<file path="src/rtl/irq_controller_if.sv">
// rtl/irq_controller_if.sv - interrupt lines, CSR acknowledge and register bus of the irq controller
interface irq_controller_if #(
  parameter int N_SRC = 8
);
  logic [N_SRC-1:0] irq_i;
  logic             ack_i;
  logic [3:0]       addr_i;
  logic [31:0]      wdata_i;
  logic             wen_i;
  logic             ren_i;
  logic [31:0]      rdata_o;
  logic             meip_o;

  modport master (
    output irq_i, ack_i, addr_i, wdata_i, wen_i, ren_i,
    input  rdata_o, meip_o
  );

  modport slave (
    input  irq_i, ack_i, addr_i, wdata_i, wen_i, ren_i,
    output rdata_o, meip_o
  );
endinterface

</file>
<file path="src/rtl/irq_controller.sv">
// rtl/irq_controller.sv - edge-latched, priority-encoded external interrupt controller
// Drives meip to the core and serialises claims until software writes completion.
module irq_controller #(
  parameter int N_SRC = 8
) (
  input  logic          clk_i,
  input  logic          reset_i,
  irq_controller_if.slave bus
);
  typedef enum logic [1:0] {IDLE, ASSERT, CLAIMED} state_t;

  state_t           state_q, state_d;
  logic [N_SRC-1:0] enable_q, pending_q, pending_d, irq_prev_q;
  logic [N_SRC-1:0] masked, sw_clr, claim_clr;
  logic [4:0]       claim_id_q, claim_id_d, win;
  logic             active, wr_enable, wr_pending, wr_claim;
  logic [31:0]      rd_mux;
  logic             unused_bits;

  assign wr_enable  = bus.wen_i && (bus.addr_i[3:2] == 2'd0);
  assign wr_pending = bus.wen_i && (bus.addr_i[3:2] == 2'd1);
  assign wr_claim   = bus.wen_i && (bus.addr_i[3:2] == 2'd2);
  assign unused_bits = ^{bus.addr_i[1:0], bus.wdata_i[31:N_SRC]};

  assign masked = pending_q & enable_q;
  assign active = |masked;
  assign sw_clr = wr_pending ? bus.wdata_i[N_SRC-1:0] : '0;

  // Lowest index wins, so scan downward and let later hits override.
  always_comb begin
    win = '0;
    for (int i = N_SRC - 1; i >= 0; i--) begin
      if (masked[i]) win = 5'(i);
    end
  end

  always_comb begin
    state_d    = state_q;
    claim_id_d = claim_id_q;
    claim_clr  = '0;
    case (state_q)
      IDLE: begin
        if (active) state_d = ASSERT;
      end
      ASSERT: begin
        if (bus.ack_i) begin
          if (active) begin
            claim_clr  = N_SRC'(1) << win;
            claim_id_d = win + 5'd1;
            state_d    = CLAIMED;
          end else begin
            claim_id_d = 5'd0;
            state_d    = IDLE;
          end
        end else if (!active) begin
          state_d = IDLE;
        end
      end
      CLAIMED: begin
        if (wr_claim) state_d = IDLE;
      end
      default: state_d = IDLE;
    endcase
  end

  // A new edge wins over a same-cycle software or claim clear of that bit.
  assign pending_d = (pending_q & ~sw_clr & ~claim_clr) | (bus.irq_i & ~irq_prev_q);

  always_comb begin
    rd_mux = 32'd0;
    case (bus.addr_i[3:2])
      2'd0:    rd_mux = 32'(enable_q);
      2'd1:    rd_mux = 32'(pending_q);
      2'd2:    rd_mux = {state_q == CLAIMED, 26'd0, claim_id_q};
      default: rd_mux = 32'd0;
    endcase
  end

  always_ff @(posedge clk_i or posedge reset_i) begin
    if (reset_i) begin
      state_q     <= IDLE;
      enable_q    <= '0;
      pending_q   <= '0;
      irq_prev_q  <= '0;
      claim_id_q  <= 5'd0;
      bus.meip_o  <= 1'b0;
      bus.rdata_o <= 32'd0;
    end else begin
      state_q    <= state_d;
      pending_q  <= pending_d;
      irq_prev_q <= bus.irq_i;
      claim_id_q <= claim_id_d;
      bus.meip_o <= (state_q == ASSERT);
      if (wr_enable) enable_q <= bus.wdata_i[N_SRC-1:0];
      if (bus.ren_i) bus.rdata_o <= rd_mux;
    end
  end
endmodule

</file>
<file path="src/flat_wrapper.sv">
// flat-port wrapper written by rule: the top's interface ports become plain ports
module irq_controller_flat 
#(
  parameter int N_SRC = 8
)
  (clk_i, reset_i, bus_irq_i, bus_ack_i, bus_addr_i, bus_wdata_i, bus_wen_i, bus_ren_i, bus_rdata_o, bus_meip_o);
  irq_controller_if #(.N_SRC(N_SRC)) bus_i ();
  input  logic clk_i;
  input  logic reset_i;
  input wire logic [$bits(bus_i.irq_i)-1:0] bus_irq_i;
  input wire logic [$bits(bus_i.ack_i)-1:0] bus_ack_i;
  input wire logic [$bits(bus_i.addr_i)-1:0] bus_addr_i;
  input wire logic [$bits(bus_i.wdata_i)-1:0] bus_wdata_i;
  input wire logic [$bits(bus_i.wen_i)-1:0] bus_wen_i;
  input wire logic [$bits(bus_i.ren_i)-1:0] bus_ren_i;
  output wire logic [$bits(bus_i.rdata_o)-1:0] bus_rdata_o;
  output wire logic [$bits(bus_i.meip_o)-1:0] bus_meip_o;
  assign bus_i.irq_i = bus_irq_i;
  assign bus_i.ack_i = bus_ack_i;
  assign bus_i.addr_i = bus_addr_i;
  assign bus_i.wdata_i = bus_wdata_i;
  assign bus_i.wen_i = bus_wen_i;
  assign bus_i.ren_i = bus_ren_i;
  assign bus_rdata_o = bus_i.rdata_o;
  assign bus_meip_o = bus_i.meip_o;
  irq_controller #(.N_SRC(N_SRC)) u_core (.clk_i(clk_i), .reset_i(reset_i), .bus(bus_i));
endmodule
</file>
<file path="config.mk">
export PLATFORM = sky130hd
export DESIGN_NAME = irq_controller_flat
export DESIGN_NICKNAME = d
export VERILOG_FILES = /design/src/rtl/irq_controller_if.sv /design/src/rtl/irq_controller.sv /design/src/flat_wrapper.sv
export SDC_FILE = /design/constraint.sdc
export NUM_CORES = 1
export LEC_CHECK = 0
export BUFFER_PORTS_ARGS = -buffer_cell sky130_fd_sc_hd__buf_2
export CELL_PAD_IN_SITES_DETAIL_PLACEMENT = 0
export CELL_PAD_IN_SITES_GLOBAL_PLACEMENT = 1
export CORE_MARGIN = 2
export CORE_UTILIZATION = 25
export CTS_CLUSTER_DIAMETER = 150
export CTS_CLUSTER_SIZE = 20
export DETAILED_ROUTE_END_ITERATION = 6
export PLACE_DENSITY_LB_ADDON = 0.12
export SLEW_MARGIN = 10
export SYNTH_ARGS = -nofsm -noshare
export SYNTH_HDL_FRONTEND = slang
export SYNTH_SLANG_ARGS = --single-unit
</file>
<file path="constraint.sdc">
create_clock -name clk_i -period 4.8 [get_ports clk_i]
set_input_delay 0 -clock clk_i [delete_from_list [all_inputs] [get_ports clk_i]]
set_output_delay 0 -clock clk_i [all_outputs]
set_load 0.02 [all_outputs]
</file>
### Word level (Yosys, flattened, before mapping)

Index checks and enable logic that the tools add are counted.

* word-level logic and storage cells: 52
* output and inout port bits: 33
* input port bits: 49
* bits in registers: 64

* eq/ne operators: 7
* reductions and logical operators: 8
* shift operators: 1
* $add $sub $neg: 1
* bitwise gates (word level): 8
* multiplexer cells: 20

Operators with widths (count)
* 32-bit case mux with 3 select lines: 1
* 8-bit AND: 4
* 8-bit two-way mux: 4
* 3-bit two-way mux: 8
* 8-bit NOT: 3
* 2-bit two-way mux: 5
* 8-bit OR: 1
* 8-bit OR reduction: 1
* 1-bit by 3-bit << shifter with 8-bit output, first input constant: 1
* 2-bit case mux with 3 select lines: 1
* 5-bit two-way mux: 1
* 3-bit by 1-bit adder with 4-bit output, second input constant: 1
* 2-bit by 1-bit == test with 1-bit output, second input constant: 2
* 2-bit == test, second input constant: 2
* 2-bit zero test: 2
* 2-bit by 1-bit inequality test with 1-bit output, second input constant: 2
* 1-bit logical AND: 3
* 3-bit inequality test, second input constant: 1
* 3-bit AND reduction: 1
* 2-bit AND reduction: 1

### Longest topological paths before layout

Gate-level depths: netlist of run 1.

* word-level depth: 16
* mapped depth: 8
* mapped depth without buffers: 8

### Least setup slack after synthesis of run 1

OpenSTA, ideal clock, no wires.

* path type: register to register
* start: register u_core.enable_q[5]
* end: register u_core.pending_q[3]
* clock period less this slack: 1.944 ns
* stages on the path, launching flop included: 8
* setup slack: 2.856 ns
* library setup time: 0.121 ns
* path buffers: 0
* arrival time: 1.823 ns
* cells stage by stage: dfrtp_1 -> a22oi_1 -> nand2b_1 -> a31oi_1 -> ha_1 -> ha_1 -> o211ai_1 -> a32o_2

* word-level cells in the longest chain between the ends: 14
* elaborated cells between the ends (all ways): 15

Ends and longest elaborated chain
* start, declared: RTL line irq_controller.sv:13 `logic [N_SRC-1:0] enable_q, pending_q, pending_d, irq_prev_q;`
* start signal, assigned: RTL line irq_controller.sv:94 `if (wr_enable) enable_q <= bus.wdata_i[N_SRC-1:0];`
* 8-bit AND (*): RTL line irq_controller.sv:25 `assign masked = pending_q & enable_q;`
* 3-bit two-way mux (6 in a row): RTL line irq_controller.sv:33 `if (masked[i]) win = 5'(i);`
* 1-bit by 3-bit << shifter with 8-bit output: RTL line irq_controller.sv:48 `claim_clr = N_SRC'(1) << win;`
* 8-bit two-way mux (*): RTL line irq_controller.sv:47 `if (active) begin`
* 8-bit two-way mux (*): RTL line irq_controller.sv:46 `if (bus.ack_i) begin`
* 8-bit two-way mux (*): RTL line irq_controller.sv:41 `case (state_q)`
* 8-bit NOT (*): RTL line irq_controller.sv:67 `assign pending_d = (pending_q & ~sw_clr & ~claim_clr) | (bus.irq_i & ~irq_prev_q);`
* 8-bit AND (*): RTL line irq_controller.sv:67
* 8-bit OR (*): RTL line irq_controller.sv:67
* via u_core.pending_d[3]: RTL line irq_controller.sv:13
* end signal, assigned: RTL line irq_controller.sv:90 `pending_q <= pending_d;`
* end, declared: RTL line irq_controller.sv:13

The timed path passes the listed nets; every way through them passes the cells marked *.
A chain may end at the register's enable or synchronous reset.

### Worst setup path after layout of run 1

* start: register u_core.pending_q[5]
* end: register u_core.pending_q[7]

* word-level cells in the longest chain between the ends: 14
* elaborated cells between the ends (all ways): 15

Ends and longest elaborated chain (RTL line)
* 8-bit AND (*): irq_controller.sv:25
* 3-bit two-way mux (6 in a row): irq_controller.sv:33
* 1-bit by 3-bit << shifter with 8-bit output: irq_controller.sv:48
* 8-bit two-way mux (*): irq_controller.sv:47
* 8-bit two-way mux (*): irq_controller.sv:46
* 8-bit two-way mux (*): irq_controller.sv:41
* 8-bit NOT (*): irq_controller.sv:67
* 8-bit AND (*): irq_controller.sv:67
* 8-bit OR (*): irq_controller.sv:67
* via u_core.pending_d[7]: irq_controller.sv:13

Marked as above.

==> impl_metrics.ini, run 1 <==
[outcome]
status = finished, final reports clean

[logic_synthesis]
synth_top_area_share_pct = 48.1
synthXorXnorAreaFrac_pct = 0
synth_compound_area_share_pct = 15.3
synth-edff-count = 0
syn_avg_cell_area_um2 = 10.7
synth_common_cells = 40 x dfrtp_1, 23 x buf_4, 17 x nand2_1, 16 x inv_1, 12 x nor2_1
synth-adder-area-share_pct = 3.61
synth_area_leaders = dfrtp_1 48%, buf_4 8.3%, mux2i_1 3.8%
syn-cell-area_mm2 = 0.00208
syn_inst = 194
synth_top_family_by_area = compound AO/OA/AOI/OAI gates
yosys_warnings = 0
async_flop_share_pct = 100
yosysTopAreaCell = dfrtp_1
ys_ff_latch = 40
yosysMostFrequentCell = dfrtp_1
synthSimpleGateAreaFrac_pct = 11.2
synthMuxAreaShare_pct = 8.72
synth_flop_cell = dfrtp_1
yosys.cell_types.count = 40
ys_seq_area_share_pct = 48.1

[critical_path]
r2r_setup_slack_ns = 2.51
crit_arrival_ns = 2.48
cp-start-kind = register
r2r_start = u_core.pending_q[5]$_DFF_PP0_
end_kind = register
crit_type = register to register
reg2regPathDepth = 7
r2r_end = u_core.pending_q[7]$_DFF_PP0_
critPathMaxFanout = 4
critPathRequiredTime_ns = 4.99

[placed_design]
placed_cell_area_mm2 = 0.00226
dp_cells = 325
gp_congestion = 0.704
hpwl_um = 3530
portBuffers = 32

[sta]
worst_slew_pin_slew_ns = 0.575
timing.slew.headroom_pct = 61.5
max_freq_ghz = 0.436
setup_viol = 0
layout_min_cycle_time_ns = 2.29
skew_ns = 0.00754
maxSlewViolCount = 0
period_share_pct = 47.8
rsz0062_at_grt = no
hold_ws_ns = 0.0265
finalHoldViolCount = 0
tns_ns = 0

[cells_and_area]
synthToLayoutAreaGrowth_pct = 21.3
drive_gt1_share_pct = 22.5
fin_cells = 349
num_antenna_cells = 0
layout.nets = 299
fin_area_mm2 = 0.00252

[job]
maxCapViolCount = 0

[pwr]
peakVddDrop_uv = 112
p_comb_share_pct = 31.4
p_int_uw = 674
p_per_area_mw_per_mm2 = 416
clkPwrFrac_pct = 23.4
swShare_pct = 35.9
seq_power_share_pct = 45.1
p_sw_uw = 377
leakagePower_nw = 1.18

[floorplan]
start_util_pct = 25.6
dieArea_mm2 = 0.00907
rows = 33
fp.dieW_um = 95.2
coreArea_mm2 = 0.00813
top_level_ports = 82
die-height_um = 95.2

[clock_network]
cts-root-buf = clkbuf_8
clkTransAtPathRegs_ns = 0.08
clk_latency_ns = 0.29
ctsHtreeMaxLevel = 2
postCtsSetupRepairBufs = 0
clock_sinks = 40
cts_tree = built
cts_resized = 0
numCtsBuffers = 5
clk_path_buf_depth = 2

[detailed_routing]
post_drt_wl_per_cell_um = 14.1
num_vias = 1465
firstDrtPassIters = 4
first_iter_violations = 70
viasPerCell = 4.20
drc = 0
wirelength_um = 4910
drtAntennaViolNets = 0

[grt]
grt_max_degree = 41
grt_usage_pct = 11.4
first_global_vias = 1465
grt_pass1_wl_um = 7690
antenna_found_initial = 0
grt-ovfl-total = 0

[worst_hold_path]
hold_path_class = input port to register
whs_path_depth = 3
whs_endpoint = u_core.state_q[0]$_DFFE_PP0P_
hold_start = bus_ack_i
## power groups by stage
stage	Clock, mW	Combinational [mW]	Sequential (mW)
3_3_place_gp	0	0.326	0.483
2_1_floorplan	0	0.245	0.479
6_report	0.246	0.330	0.474
4_1_cts	0.256	0.335	0.476
5_1_grt	0.268	0.370	0.484
3_5_place_dp	0	0.323	0.483
## cell usage in the layout (no fill, tap or decap), drive strengths merged
cell type and instances:
a32o 8, o22ai 4, a32oi 1, a21oi 8, clkbuf 7, a31o 1, nand2 17, inv 17
conb 23, nand3b 1, mux2i 8, nor4bb 1, nor2b 1, dfrtp 40, o211ai 2, a22o 5
nand3 8, mux2 9, buf 33, ha 6, nor2 12, and2 1, nor3b 2, or2 2
o41ai 1, a211oi 1, a31oi 2, dlygate4sd3 17, nand2b 2, o211a 1, a22oi 3
## cell type report
class                   count  area, um2
clock buffers               7       96.3
fillers                   847       5610
inverters                  17       63.8
multi-input cells         130        893
flip-flops and latches     40       1000
well taps                 105        131
repair buffers             50        338
## flip-flops by register name, indices dropped and copies added (netlist names)
| register | cells |
|---|---|
| u_core.claim_id_q | 4 |
| u_core.bus.rdata_o | 9 |
| u_core.state_q | 2 |
| u_core.irq_prev_q | 8 |
| u_core.pending_q | 8 |
| u_core.enable_q | 8 |
| u_core.bus.meip_o | 1 |
## metal layers
metal	up-vias	share of wire (%)	wire length, um	GRT usage (%)
li1	727	-	-	-
met2	38	46	2280	18.3
met4	0	1.2	59	3.26
met3	6	3.8	188	2.13
met5	-	0	0	0
met1	694	49	2380	15.5
## through the flow
step	utilization (%)	setup slack, ns	power (mW)
2_1_floorplan	-	2.86	0.723
3_3_place_gp	27.7	2.46	0.809
3_5_place_dp	27.7	2.48	0.805
4_1_cts	31.0	2.47	1.07
5_1_grt	31.0	2.27	1.12
6_report	31.0	2.51	1.05
## how the worst max path moves through the flow
stage,depth (start not counted),to,from
final,7,u_core.pending_q[7]$_DFF_PP0_,u_core.pending_q[5]$_DFF_PP0_
after global routing,7,u_core.pending_q[7]$_DFF_PP0_,u_core.pending_q[5]$_DFF_PP0_
after CTS,7,u_core.pending_q[7]$_DFF_PP0_,u_core.pending_q[5]$_DFF_PP0_
after detailed placement,7,u_core.pending_q[7]$_DFF_PP0_,u_core.pending_q[5]$_DFF_PP0_
after global placement,7,u_core.pending_q[7]$_DFF_PP0_,u_core.pending_q[5]$_DFF_PP0_
after floorplan,7,u_core.pending_q[3]$_DFF_PP0_,u_core.enable_q[5]$_DFFE_PP0P_
## critical path, cell delays in order, from the launching register on
cell      delay [ns]
dfrtp_1         0.42
a22oi_1         0.46
nand2b_1        0.17
a31oi_1         0.31
ha_1            0.26
ha_1            0.15
o211ai_1        0.12
a32o_1          0.30
## timing repair
| item | CTS | global route |
|---|---|---|
| hold buffers | 17 | 0 |
| setup endpoints to repair | 0 | 0 |
| hold endpoints to repair | 64 | 0 |
## kinds of logic (layout without fill, tap and decap cells)
group / after synthesis / count (layout)
compound gates: 37 / 37
fa+ha+maj: 6 / 6
buf+inv: 46 / 74
flops: 40 / 40
mux: 17 / 17
other cells: 1 / 23
simple gates: 47 / 47
Power figures use the tool's default switching activity.
==> run 2, diff against run 1 <==
Clock period 4.8 ns to 2.3 ns, I/O delays scaled along.
==> run 2 against run 1 <==
Effect of this change:
- largest cell class unchanged
- via count grew 0.34%
- critical endpoint unchanged
- highest routed layer unchanged
- flip-flop and latch count unchanged
- worst setup slack got worse by 2.3 ns
- global-route usage rose by 0.074 points
- clock-buffer cell count down 2
- worst hold slack got worse by 0.00070 ns
- critical path type unchanged
==> impl_metrics.ini, run 2 (same netlist as run 1, synthesis figures left out) <==
[outcome]
status = finished, final reports clean

[critical_path]
end_kind = register
critPathMaxFanout = 4
crit_arrival_ns = 2.25
r2r_end = u_core.pending_q[7]$_DFF_PP0_
r2r_setup_slack_ns = 0.24
crit_type = register to register
reg2regPathDepth = 7
cp-start-kind = register
r2r_start = u_core.enable_q[5]$_DFFE_PP0P_
critPathRequiredTime_ns = 2.50

[detailed_routing]
firstDrtPassIters = 4
drtAntennaViolNets = 0
drc = 0
first_iter_violations = 56
num_vias = 1470
post_drt_wl_per_cell_um = 13.5
wirelength_um = 4820
viasPerCell = 4.12

[sta]
setup_viol = 0
maxSlewViolCount = 0
skew_ns = 0.0114
max_freq_ghz = 0.486
finalHoldViolCount = 0
timing.slew.headroom_pct = 62.0
worst_slack_ns = 0.243
tns_ns = 0
layout_min_cycle_time_ns = 2.06
worst_slew_pin_slew_ns = 0.570
period_share_pct = 89.4
rsz0062_at_grt = no

[cells_and_area]
final_util_pct = 31.6
fin_area_mm2 = 0.00257
largest_reg_flops = 9
drive_gt1_share_pct = 25.0
layout.nets = 306
layout_common_cells = 40 x dfrtp_1, 32 x buf_2, 23 x conb_1
layout_commonest_cell = dfrtp_1
synthToLayoutAreaGrowth_pct = 23.4
num_antenna_cells = 0
largest-register = u_core.bus.rdata_o

[worst_hold_path]
hold_start = bus_ack_i
whs_path_depth = 3
whs_endpoint = u_core.state_q[0]$_DFFE_PP0P_
hold_path_class = input port to register

[clock_network]
cts_tree = built
clk_path_buf_depth = 2
cts-root-buf = clkbuf_8
numCtsBuffers = 5
clock_sinks = 40
cts_resized = 0
ctsHoldBuffers = 17
ctsHtreeMaxLevel = 2
clk_latency_ns = 0.30
postCtsSetupRepairBufs = 0
clkTransAtPathRegs_ns = 0.09

[grt]
grt-ovfl-total = 0
first_global_vias = 1513
antenna_found_initial = 0
grt_max_degree = 41
grt_usage_pct = 11.4
grt_pass1_wl_um = 7750

[floorplan]
fp.dieW_um = 95.2
coreArea_mm2 = 0.00813
dieArea_mm2 = 0.00907
top_level_ports = 82
start_util_pct = 25.6
rows = 33
die-height_um = 95.2

[pwr]
p_per_area_mw_per_mm2 = 860
leakagePower_nw = 1.21
power_mw = 2.21
peakVddDrop_uv = 245

[placed_design]
portBuffers = 32
preCtsSetupSlack_ns = 0.198
hpwl_um = 3610
placed_cell_area_mm2 = 0.00231
gp_congestion = 0.720

[job]
maxCapViolCount = 0
run 2: changes by cell type in the layout (fill, tap and decap cells not counted), sizes merged:
cell    delta
buf        +7
clkinv     +3
clkbuf     -2
run 2: cell type report:
class	instances	area, um2
fill	857	5570
sequential	40	1000
multi-input combinational	130	893
timing repair buffer	57	390
tap	105	131
clock buffer	5	68.8
inverter	17	63.8
clock inverter	3	18.8
run 2: report_power, final:
group | internal [mW] | switching, mW
registers | 0.847 | 0.120
clock network | 0.212 | 0.261
logic | 0.337 | 0.431
total | 1.40 | 0.812
run 2: layer usage:
| metal | up-vias | global-route usage (%) | wire length [um] |
|---|---|---|---|
| met1 | 679 | 15.7 | 2360 |
| met2 | 44 | 17.9 | 2130 |
| met4 | 0 | 3.62 | 66 |
| met3 | 8 | 2.45 | 260 |
| li1 | 739 | - | - |
| met5 | - | 0 | 0 |
run 2: worst max-delay path by stage:
stage | startpoint | endpoint | cells past startpoint
4_1_cts | u_core.enable_q[5]$_DFFE_PP0P_ | u_core.pending_q[7]$_DFF_PP0_ | 7
5_1_grt | u_core.enable_q[5]$_DFFE_PP0P_ | u_core.pending_q[7]$_DFF_PP0_ | 7
3_3_place_gp | u_core.enable_q[5]$_DFFE_PP0P_ | u_core.pending_q[7]$_DFF_PP0_ | 7
6_report | u_core.enable_q[5]$_DFFE_PP0P_ | u_core.pending_q[7]$_DFF_PP0_ | 7
2_1_floorplan | u_core.enable_q[5]$_DFFE_PP0P_ | u_core.pending_q[3]$_DFF_PP0_ | 7
3_5_place_dp | u_core.enable_q[5]$_DFFE_PP0P_ | u_core.pending_q[7]$_DFF_PP0_ | 7
run 2: per-stage QoR:
step,hold slack (ns),cells
global placement,0.126,332
floorplan,0.0314,216
CTS,0.0207,357
detailed placement,0.125,332
global route,0.0239,357
finish,0.0258,357
run 2: critical path, cell delays in order, from the launching register on:
cell and delay (ns):
dfrtp_1 0.41, a22oi_1 0.30, nand2b_1 0.15, a31oi_1 0.30, ha_1 0.25, ha_1 0.15, o211ai_1 0.11, a32o_1 0.29
